--- config.mk ---
export PLATFORM = sky130hd
export DESIGN_NAME = memory_access_unit_flat
export DESIGN_NICKNAME = d
export VERILOG_FILES = /design/src/rtl/mem_access_pkg.sv /design/src/rtl/memory_access_unit_if.sv /design/src/rtl/load_formatter.sv /design/src/rtl/memory_access_unit.sv /design/src/flat_wrapper.sv
export SDC_FILE = /design/constraint.sdc
export NUM_CORES = 1
export LEC_CHECK = 0
export ABC_AREA = 1
export CORE_UTILIZATION = 29
export DETAILED_ROUTE_END_ITERATION = 8
export GPL_TIMING_DRIVEN = 1
export PLACE_DENSITY = 0.75
export SLEW_MARGIN = 20
export SYNTH_ARGS = -nofsm -noshare
export SYNTH_HDL_FRONTEND = slang
export SYNTH_HIERARCHICAL = 1
export SYNTH_SLANG_ARGS = --single-unit
--- constraint.sdc ---
create_clock -name clk -period 1.6 [get_ports clk]
set_input_delay 0.32 -clock clk [delete_from_list [all_inputs] [get_ports clk]]
set_output_delay 0.32 -clock clk [all_outputs]
set_load 0.005 [all_outputs]
--- src/rtl/mem_access_pkg.sv ---
// Shared constants and types for the memory-stage load/store unit.
// The MISALIGN_TRAP_EN build option is resolved in memory_access_unit.
package mem_access_pkg;

  localparam int ADDR_W_DEF = 32;

  localparam logic [2:0] F3_B  = 3'b000;
  localparam logic [2:0] F3_H  = 3'b001;
  localparam logic [2:0] F3_W  = 3'b010;
  localparam logic [2:0] F3_BU = 3'b100;
  localparam logic [2:0] F3_HU = 3'b101;

  typedef enum logic [1:0] {
    IDLE = 2'd0,
    BUSY = 2'd1,
    DONE = 2'd2
  } state_t;

  function automatic logic is_byte(input logic [2:0] f3);
    return (f3 == F3_B) || (f3 == F3_BU);
  endfunction

  function automatic logic is_half(input logic [2:0] f3);
    return (f3 == F3_H) || (f3 == F3_HU);
  endfunction

endpackage

--- src/rtl/memory_access_unit_if.sv ---
// Data-memory bus between the load/store unit (master) and memory (slave).
interface memory_access_unit_if #(
  parameter int ADDR_W = mem_access_pkg::ADDR_W_DEF
);
  logic              req;
  logic              we;
  logic [ADDR_W-1:0] addr;
  logic [31:0]       wdata;
  logic [3:0]        wstrb;
  logic              ready;
  logic [31:0]       rdata;

  modport master (
    output req, we, addr, wdata, wstrb,
    input  ready, rdata
  );

  modport slave (
    input  req, we, addr, wdata, wstrb,
    output ready, rdata
  );
endinterface

--- src/rtl/load_formatter.sv ---
// Selects the addressed lane of a read word and sign/zero-extends it per funct3.
module load_formatter
  import mem_access_pkg::*;
(
  input  logic [2:0]  i_funct3,
  input  logic [1:0]  i_addr_lo,
  input  logic [31:0] i_rdata,
  output logic [31:0] o_data
);

  logic [7:0]  w_byte;
  logic [15:0] w_half;

  always_comb begin
    w_byte = i_rdata[7:0];
    case (i_addr_lo)
      2'd1:    w_byte = i_rdata[15:8];
      2'd2:    w_byte = i_rdata[23:16];
      2'd3:    w_byte = i_rdata[31:24];
      default: w_byte = i_rdata[7:0];
    endcase
    // halfword lane uses addr[1] only; addr[0] is either trapped or ignored upstream
    w_half = i_addr_lo[1] ? i_rdata[31:16] : i_rdata[15:0];
  end

  always_comb begin
    case (i_funct3)
      F3_B:    o_data = {{24{w_byte[7]}}, w_byte};
      F3_BU:   o_data = {24'd0, w_byte};
      F3_H:    o_data = {{16{w_half[15]}}, w_half};
      F3_HU:   o_data = {16'd0, w_half};
      default: o_data = i_rdata;
    endcase
  end

endmodule

--- src/rtl/memory_access_unit.sv ---
// Memory-stage load/store unit: one bus transaction per load/store, global stall until done.
// Build option MISALIGN_TRAP_EN: kill misaligned halfword/word accesses and raise misalign.
module memory_access_unit
  import mem_access_pkg::*;
#(
  parameter int ADDR_W = ADDR_W_DEF
) (
  input  logic                clk,
  input  logic                rst,
  input  logic                MemReadM,
  input  logic                MemWriteM,
  input  logic [2:0]          funct3M,
  input  logic [ADDR_W-1:0]   ALUResultM,
  input  logic [31:0]         WriteDataM,
  output logic [31:0]         ReadDataM,
  output logic                stall,
  output logic                misalign,
  memory_access_unit_if.master dmem
);

  state_t      r_state;
  state_t      w_next;
  logic [31:0] r_rdata;
  logic        w_mem;
  logic        w_kill;
  logic        w_access;
  logic        w_req;
  logic        w_capture;
  logic [1:0]  w_lo;
  logic [3:0]  w_wstrb;
  logic [31:0] w_wdata;
  logic [31:0] w_fmt;

  assign w_mem = MemReadM | MemWriteM;
  assign w_lo  = ALUResultM[1:0];

`ifdef MISALIGN_TRAP_EN
  always_comb begin
    w_kill = 1'b0;
    if (w_mem) begin
      if (is_byte(funct3M))      w_kill = 1'b0;
      else if (is_half(funct3M)) w_kill = w_lo[0];
      else                       w_kill = |w_lo;
    end
  end
`else
  assign w_kill = 1'b0;
`endif

  assign w_access = w_mem & ~w_kill;

  always_comb begin
    w_wstrb = 4'b0000;
    w_wdata = WriteDataM;
    if (MemWriteM) begin
      case (funct3M)
        F3_B: begin
          w_wstrb = 4'b0001 << w_lo;
          w_wdata = {4{WriteDataM[7:0]}};
        end
        F3_H: begin
          w_wstrb = w_lo[1] ? 4'b1100 : 4'b0011;
          w_wdata = {2{WriteDataM[15:0]}};
        end
        default: w_wstrb = 4'b1111;
      endcase
    end
  end

  always_ff @(posedge clk or posedge rst) begin
    if (rst) r_state <= IDLE;
    else     r_state <= w_next;
  end

  // DONE is the single cycle the instruction sits unstalled before leaving MEM
  always_comb begin
    w_next = r_state;
    w_req  = 1'b0;
    case (r_state)
      IDLE: begin
        if (w_access) begin
          w_req  = 1'b1;
          w_next = dmem.ready ? DONE : BUSY;
        end
      end
      BUSY: begin
        w_req = 1'b1;
        if (dmem.ready) w_next = DONE;
      end
      DONE:    w_next = IDLE;
      default: w_next = IDLE;
    endcase
  end

  load_formatter u_fmt (
    .i_funct3  (funct3M),
    .i_addr_lo (w_lo),
    .i_rdata   (dmem.rdata),
    .o_data    (w_fmt)
  );

  assign w_capture = w_req & dmem.ready & ~MemWriteM;

  always_ff @(posedge clk or posedge rst) begin
    if (rst)            r_rdata <= '0;
    else if (w_capture) r_rdata <= w_fmt;
  end

  assign ReadDataM  = r_rdata;
  assign stall      = w_req & ~rst;
  assign misalign   = w_kill & (r_state == IDLE) & ~rst;
  assign dmem.req   = w_req & ~rst;
  assign dmem.we    = MemWriteM;
  assign dmem.addr  = {ALUResultM[ADDR_W-1:2], 2'b00};
  assign dmem.wdata = w_wdata;
  assign dmem.wstrb = w_wstrb;

endmodule

--- src/flat_wrapper.sv ---
// flat-port wrapper written by rule: the top's interface ports become plain ports
module memory_access_unit_flat import mem_access_pkg::*;
#(
  parameter int ADDR_W = ADDR_W_DEF
)
  (clk, rst, MemReadM, MemWriteM, funct3M, ALUResultM, WriteDataM, ReadDataM, stall, misalign, dmem_req, dmem_we, dmem_addr, dmem_wdata, dmem_wstrb, dmem_ready, dmem_rdata);
  memory_access_unit_if #(.ADDR_W(ADDR_W)) dmem_i ();
  input  logic clk;
  input  logic rst;
  input  logic MemReadM;
  input  logic MemWriteM;
  input  logic [2:0] funct3M;
  input  logic [ADDR_W-1:0] ALUResultM;
  input  logic [31:0] WriteDataM;
  output logic [31:0] ReadDataM;
  output logic stall;
  output logic misalign;
  output wire logic [$bits(dmem_i.req)-1:0] dmem_req;
  output wire logic [$bits(dmem_i.we)-1:0] dmem_we;
  output wire logic [$bits(dmem_i.addr)-1:0] dmem_addr;
  output wire logic [$bits(dmem_i.wdata)-1:0] dmem_wdata;
  output wire logic [$bits(dmem_i.wstrb)-1:0] dmem_wstrb;
  input wire logic [$bits(dmem_i.ready)-1:0] dmem_ready;
  input wire logic [$bits(dmem_i.rdata)-1:0] dmem_rdata;
  assign dmem_req = dmem_i.req;
  assign dmem_we = dmem_i.we;
  assign dmem_addr = dmem_i.addr;
  assign dmem_wdata = dmem_i.wdata;
  assign dmem_wstrb = dmem_i.wstrb;
  assign dmem_i.ready = dmem_ready;
  assign dmem_i.rdata = dmem_rdata;
  memory_access_unit #(.ADDR_W(ADDR_W)) u_core (.clk(clk), .rst(rst), .MemReadM(MemReadM), .MemWriteM(MemWriteM), .funct3M(funct3M), .ALUResultM(ALUResultM), .WriteDataM(WriteDataM), .ReadDataM(ReadDataM), .stall(stall), .misalign(misalign), .dmem(dmem_i));
endmodule
Word level (Yosys, flattened, before mapping)

Index checks and enable logic that the tools add are counted.

Bits in registers: 34
Bits in latches: 0
RAM bits: 0
Bits in read-only memories: 0
Input bits: 104
Output and inout port bits: 104
Word-level logic and storage cells: 35
Memories: 0

$add $sub $neg: 0
Multiply operators: 0
Divide/modulo/power cells: 0
Magnitude comparators: 0
Equality and inequality tests: 9
Shift operators: 1
Mux-type cells: 14
Bitwise gates (word level): 6
Reduce and logical (&&, ||, !) cells: 3

Operators with widths:

| operator                                                          | count |
|---|---|
| 32-bit case mux with 4 select lines                               | 1 |
| 32-bit case mux with 2 select lines                               | 1 |
| 32-bit two-way mux                                                | 1 |
| 8-bit case mux with 3 select lines                                | 1 |
| 16-bit two-way mux                                                | 1 |
| 4-bit two-way mux                                                 | 2 |
| 4-bit case mux with 2 select lines                                | 1 |
| 3-bit == test, second input constant                              | 2 |
| 2-bit two-way mux                                                 | 3 |
| 2-bit by 1-bit == test with 1-bit output, second input constant   | 2 |
| 2-bit == test, second input constant                              | 2 |
| 2-bit case mux with 2 select lines                                | 1 |
| 1-bit by 2-bit << shifter with 4-bit output, first input constant | 1 |
| 1-bit AND                                                         | 3 |
| 3-bit by 1-bit == test with 1-bit output, second input constant   | 1 |
| 3-bit zero test                                                   | 1 |
| 2-bit zero test                                                   | 1 |
| 2-bit by 1-bit != test with 1-bit output, second input constant   | 1 |
| 2-bit != test, second input constant                              | 1 |
| 1-bit inverter                                                    | 2 |
| 1-bit case mux with 2 select lines                                | 1 |
| 2-bit AND reduction                                               | 1 |
| 1-bit two-way mux                                                 | 1 |
| 1-bit OR                                                          | 1 |

Depth between registers and ports, before layout

Gate-level depths: netlist of run 1.

Depth after elaboration: 5
Depth in mapped cells: 11

Modules after synthesis

Netlist of run 1, hierarchy kept.

Modules (own cells, without submodules):

| module             | instances | cells each | area an instance (µm²) |
|---|---|---|---|
| memory_access_unit | 1         | 316        | 2277.2 |
| load_formatter     | 1         | 170        | 923.4 |

Worst setup path after synthesis of run 1

OpenSTA, ideal clock, no wires.

Path type: input to output
Start: in MemWriteM
End: out stall
Arrival time: 0.978 ns
Path slack: 0.302 ns
Stages: 8
Path through: buf_6 inv_4 nand2_1 nand2_1 nand2_2 inv_1 nor2_1 buf_4

Word-level cells in the longest chain between the ends: 4

RTL lines:

| item                               | RTL line                 | source |
|---|---|---|
| from (decl)                        | flat_wrapper.sv:11       | `input logic MemWriteM;` |
| 1-bit OR                           | memory_access_unit.sv:34 | `assign w_mem = MemReadM \| MemWriteM;` |
| 1-bit two-way mux                  | memory_access_unit.sv:81 | `if (w_access) begin` |
| 1-bit case mux with 2 select lines | memory_access_unit.sv:79 | `case (r_state)` |
| 1-bit AND                          | --                       |  |
| to (decl)                          | flat_wrapper.sv:16       | `output logic stall;` |

No other way between the ends.

Worst setup path in the final report of run 1

Start: in funct3M[1]
End: out dmem_wdata[9]

Word-level cells in the longest chain between the ends: 3
Elaborated cells between the ends (all ways): 4
Those cells by class: eq/ne (1); mux (2); reduce/logical (1)

RTL lines:

| item                                                                        | RTL line                 | source |
|---|---|---|
| from (decl)                                                                 | flat_wrapper.sv:12       | `input logic [2:0] funct3M;` |
| 3-bit by 1-bit == test with 1-bit output or 3-bit zero test (tied branches) | memory_access_unit.sv:56 | `case (funct3M)` |
| 32-bit case mux with 2 select lines *                                       | memory_access_unit.sv:56 |  |
| 32-bit two-way mux *                                                        | memory_access_unit.sv:55 | `if (MemWriteM) begin` |
| to (decl)                                                                   | flat_wrapper.sv:21       | `output wire logic [$bits(dmem_i.wdata)-1:0] dmem_wdata;` |

Every way passes the cells marked *; elsewhere a longest branch is shown, timed or not.

==> flow_summary.ini, run 1 <==
[clock_network]
cts_max_path_buffers = 2
cts.sinks = 34
cts_hold_buf = 0
root_buffer = clkbuf_8
numCtsBuffers = 5
clk_pin_slew_ns = 0.07
cts_tree = done
clk-insertion-delay-late_ns = 0.30
h-tree-depth = 2

[synth]
synth_edf_count = 0
yosysSeqAreaShare_pct = 26.58
postSynthCellCount = 486
synth_cell_types = 29
synth.avg_cell_area_um2 = 6.586
ys_seq_elements = 34
ys.flop_type = dfrtp_1
synth_top_area_share_pct = 26.58
synth_largest_area_cell = dfrtp_1
ys_warn_count = 6
synth.area.top_cells = dfrtp_1 (27%), nand2_1 (22%), buf_4 (11%), nand4_1 (6.5%), nand3_1 (5.5%)
syn-cell-area_um2 = 3201
async_flop_share_pct = 100.0

[run_status]
violations = setup timing
status = finished with violations

[finish]
nets = 725
diodes = 0
multi_input_area_um2 = 1764
seq_area_um2 = 850.8
instances_no_fill = 758
fill_cells = 1068
drive_gt1_share_pct = 23.31
syn_to_final_growth_pct = 54.03
final_common_cell = nand2_1
final_util_pct = 46.91
final_cell_mix = nand2_1 (175), clkdlybuf4s50_1 (94), nand3_1 (35), buf_4 (34), dfrtp_1 (34)

[worst_hold_path]
hold_path_class = reg2reg
min_from = u_core/ReadDataM[0]

[power_and_ir_drop]
peakVddDrop_uv = 351.5
power_uw = 3679
power_density_nw_per_um2 = 746.2
p_leak_uw = 0.002592

[worst_setup_path]
required_ns = 1.28
worstPathCellList = buf_8 > inv_6 > nand2_4 > nor2_4 > buf_6 > buf_6 > nand2_2 > nand2_2 > nand2_2 > buf_6 > nand2_2 > buf_2
worst_path_max_delay_cell = buf_6
endpoint_kind = output port
cp.arrival_ns = 1.31
slowest_delay_ns = 0.12
worstSetupStartpointType = input port
crit_start = funct3M[1]
crit_type = in2out
cp_max_fo = 3
r2r-start = u_core/r_state[0]
cpMostUsedCell = nand2_2

[placed_design]
portBuffers = 144
dp_hpwl_um = 8093
placedCellCount = 732
gp_congestion = 0.9230

[floorplan]
start_util_pct = 30.46
core_um2 = 10510
rows = 37
io_pins = 208
die_area_um2 = 11460
die_w_um = 107.1
die_height_um = 107.1

[sta]
finalCriticalPeriod_ns = 1.633
worst_slack_ns = -0.03263
rsz0062_at_grt = yes
period_share_pct = 102.0
hold_viol = 0
fmax_ghz = 0.6125
timing.hold.ws_ns = 0.4837
slew_viol_final = 0
setup_viol = 1
finalClockSkew_ns = 0.005484

[global_route]
grt_max_degree = 35
antenna_found_initial = 0
grt_pass1_wl_um = 17390
grt_overflow_total = 0
grt_pass1_vias = 3495
grt_usage_pct = 19.27

[detailed_routing]
ant_nets = 0
drt-total-wl_um = 11050
firstDrtPassIters = 5
drt_iter0_drc = 200
vias_per_cell = 4.782
wl_per_cell_um = 14.58
vias = 3625
route.detailed.drc = 0

[job]
maxCapViolCount = 0
## registers in the layout (all words and copies together) (netlist names)
signal / flops
u_core/ReadDataM: 32
u_core/r_state: 2
## kinds of logic after synthesis
family / Yosys count / share of synthesized area (%)
simple gates: 314 / 46.09
buf+inv: 97 / 20.48
other cells: 1 / 0.1172
flops: 34 / 26.58
compound gates: 40 / 6.724
## critical path: cells and delay by family
kind	cells	cell delay (ns)
simple gates	6	0.39
buf+inv	6	0.59
## power breakdown
| part | internal (µW) | switching (µW) |
|---|---|---|
| clock | 463 | 339 |
| sequential | 1080 | 130 |
| combinational | 940 | 729 |
| total | 2480 | 1200 |
## repair_timing
| action | CTS | global route |
|---|---|---|
| cloned | 1 | 0 |
| gates resized for setup | 126 | 53 |
| pin swaps | 12 | 14 |
| buffers inserted | 15 | 2 |
| setup endpoints to repair | 70 | 28 |
## routing by layer
metal / vias to the layer above / global-route usage [%] / share of wire, %
met2: 165 / 32.90 / 49
met1: 1640 / 23.80 / 41
met3: 12 / 6.079 / 8.7
li1: 1808 / - / -
met5: - / 0 / 0
met4: 0 / 3.718 / 1.0
## layout make-up
type | count | share of cell area, %
Timing Repair Buffer | 200 | 39.09
Sequential cell | 34 | 17.26
Clock buffer | 5 | 1.396
Clock inverter | 3 | 0.9137
Multi-Input combinational cell | 357 | 35.79
Tap cell | 136 | 3.452
Inverter | 23 | 2.107
## path summary, 6_finish.rpt
check | to | slack (ns) | depth (start not counted)
max | dmem_wdata[9] | -0.03 | 12
min | u_core/ReadDataM[0] | 0.48 | 2
max reg2reg | u_core/ReadDataM[2] | 0.29 | 7
min reg2reg | u_core/ReadDataM[0] | 0.48 | 2
max in group asynchronous | u_core/ReadDataM[18] | 0.89 | 4
min in group asynchronous | u_core/r_state[0] | 0.52 | 4
## synth_stat cells (8+ instances only)
| cell type | count |
|---|---|
| buf_6 | 11 |
| a21oi_1 | 11 |
| buf_4 | 47 |
| dfrtp_1 | 34 |
| o22ai_1 | 8 |
| o21ai_0 | 19 |
| nand2_1 | 189 |
| nand2_2 | 12 |
| nand4_1 | 33 |
| inv_1 | 20 |
| clkbuf_1 | 8 |
| nor2_1 | 27 |
| nand3_1 | 35 |
## metrics by stage
stage          instance area, µm²  setup WS, ns  setup TNS (ns)
2_1_floorplan                3208        0.3017               0
3_3_place_gp                 4631       -0.6958          -30.78
3_5_place_dp                 4631       -0.7421          -32.50
4_1_cts                      4897      -0.02397        -0.03498
5_1_grt                      4930      -0.08683         -0.1565
6_report                     4930      -0.03263        -0.03263
No activity file was read; power rests on OpenSTA's default activity.
==> run 2, diff against run 1 <==
--- a/config.mk
+++ b/config.mk
@@ -6,10 +6,13 @@
 export NUM_CORES = 1
 export LEC_CHECK = 0
 export ABC_AREA = 1
+export CORE_MARGIN = 4
 export CORE_UTILIZATION = 29
 export DETAILED_ROUTE_END_ITERATION = 8
 export GPL_TIMING_DRIVEN = 1
+export HOLD_SLACK_MARGIN = 0.02
 export PLACE_DENSITY = 0.75
+export SETUP_SLACK_MARGIN = 0.02
 export SLEW_MARGIN = 20
 export SYNTH_ARGS = -nofsm -noshare
 export SYNTH_HDL_FRONTEND = slang
==> run 2 against run 1 <==
The run now ends clean; flip-flop and latch count unchanged; cell area down 1.4%; global-route usage down 2.3 points; total power down 3.0%; clock skew up 0.0097 ns; sequential share of layout area up 0.25 points; non-clock buffer count unchanged; die area up 12%; fmax up 6.7%; highest routed layer is now met5.
==> flow_summary.ini, run 2 (synthesis results as in run 1) <==
[detailed_routing]
drt_iter0_drc = 342
ant_nets = 0
route.detailed.drc = 0
drt-total-wl_um = 11250
firstDrtPassIters = 5
vias_per_cell = 4.846
vias = 3693
wl_per_cell_um = 14.76

[floorplan]
core_um2 = 10840
io_pins = 208
die_w_um = 113.1
rows = 38
die_area_um2 = 12780
die_height_um = 113.1
start_util_pct = 29.52

[sta]
period_share_pct = 95.63
rsz0062_at_grt = yes
timing.hold.ws_ns = 0.4861
slew_viol_final = 0
finalClockSkew_ns = 0.01518
finalCriticalPeriod_ns = 1.530
hold_viol = 0
worst_slack_ns = 0.06998
setup_viol = 0
fmax_ghz = 0.6536

[finish]
diodes = 0
seq_area_um2 = 850.8
fin_area_um2 = 4860
nets = 725
final_common_cell = nand2_1
drive_gt1_share_pct = 22.67
multi_input_area_um2 = 1757
syn_to_final_growth_pct = 51.84
largest_reg_flops = 32
fill_cells = 1131
final_cell_mix = nand2_1 (177), clkdlybuf4s50_1 (93), buf_4 (39), nand3_1 (35), dfrtp_1 (34)

[run_status]
status = finished, final reports clean

[worst_hold_path]
hold_path_class = reg2reg
min_from = u_core/ReadDataM[27]
holdPathStages = 2
holdPathEnd = u_core/ReadDataM[27]

[global_route]
grt_pass1_vias = 3617
antenna_found_initial = 1
grt_usage_pct = 16.94
grt_pass1_wl_um = 17840
grt_max_degree = 35
grt_overflow_total = 0

[worst_setup_path]
worstSetupStartpointType = input port
r2r-start = u_core/r_state[1]
worstPathCellList = buf_8 > buf_6 > nor2_4 > buf_6 > buf_4 > nand2_1 > nand2_2 > nand2_2 > nand2_1 > buf_2
required_ns = 1.28
rrSetupSlack_ns = 0.18
worst_path_max_delay_cell = buf_2
cp_max_fo = 4
r2r_end = u_core/ReadDataM[6]
endpoint_kind = output port
reg2regPathDepth = 7
cp.arrival_ns = 1.21
slowest_delay_ns = 0.12
crit_type = in2out

[clock_network]
h-tree-depth = 2
cts.sinks = 34
cts_hold_buf = 0
numCtsBuffers = 5
root_buffer = clkbuf_8
clk_pin_slew_ns = 0.07
clk-insertion-delay-late_ns = 0.30
cts_max_path_buffers = 2
cts_tree = done

[placed_design]
gp_congestion = 0.8861
dp_hpwl_um = 8331
pre_cts_slack_ns = -0.6674
portBuffers = 144
dpl_cell_area_um2 = 4613

[power_and_ir_drop]
power_density_nw_per_um2 = 733.9
peakVddDrop_uv = 357.4
p_leak_uw = 0.002593

[job]
maxCapViolCount = 0
==> run 2: what timing repair did <==
action | 4_1_cts | 5_1_grt
pin swaps | 12 | 15
endpoints found under the setup margin | 71 | 32
setup buffers | 17 | 2
gates resized for setup | 144 | 29
cloned | 2 | 0
==> run 2: worst max-delay path: cells and delay by family <==
family / cells / cell delay, ns
simple gates: 5 / 0.33
buf+inv: 5 / 0.55
==> run 2: final cells by class <==
cell class	instances	area share (%)
Clock buffer	6	1.699
Clock inverter	2	0.2575
Inverter	23	2.085
Multi-Input combinational cell	357	36.15
Sequential cell	34	17.51
Tap cell	140	3.605
Timing Repair Buffer	200	38.70
==> run 2: through the flow <==
step | setup TNS [ns] | total power [µW] | cells | util, %
floorplan | 0 | 1970 | 488 | -
global route | 0 | 3818 | 762 | 44.83
finish | 0 | 3567 | 762 | 44.83
global placement | -29.50 | 2834 | 733 | 42.56
CTS | 0 | 3568 | 760 | 44.09
detailed placement | -31.03 | 2866 | 733 | 42.56
==> run 2: worst max path at each step <==
stage / startpoint / slack (ns) / end
after floorplan: MemWriteM / 0.30 / stall
final: funct3M[2] / 0.07 / dmem_wdata[12]
after detailed placement: funct3M[1] / -0.67 / dmem_wdata[12]
after global placement: funct3M[2] / -0.66 / dmem_wdata[14]
after global routing: u_core/r_state[1] / 0.0009 / dmem_req
after CTS: funct3M[2] / 0.02 / dmem_wdata[31]
==> run 2: power by group <==
group | internal (µW) | leakage, µW | switching, µW
clock network | 346 | 0.0000472 | 351
registers | 1080 | 0.000436 | 130
logic | 927 | 0.00211 | 736
total | 2350 | 0.00259 | 1220
==> run 2: metal layers <==
layer	part of all wire [%]	wire length [µm]	GRT usage (%)
met1	40	4477	21.20
met2	49	5482	28.00
met3	9.5	1067	5.508
met4	1.8	204	4.728
met5	0.12	13	0
==> run 3, diff against run 2 <==
--- a/config.mk
+++ b/config.mk
@@ -8,6 +8,8 @@
 export ABC_AREA = 1
 export CORE_MARGIN = 4
 export CORE_UTILIZATION = 29
+export CTS_CLUSTER_DIAMETER = 60
+export CTS_CLUSTER_SIZE = 10
 export DETAILED_ROUTE_END_ITERATION = 8
 export GPL_TIMING_DRIVEN = 1
 export HOLD_SLACK_MARGIN = 0.02
==> results of run 3 <==
Same layout as run 2: the final DEF is identical, and so are final timing and power.
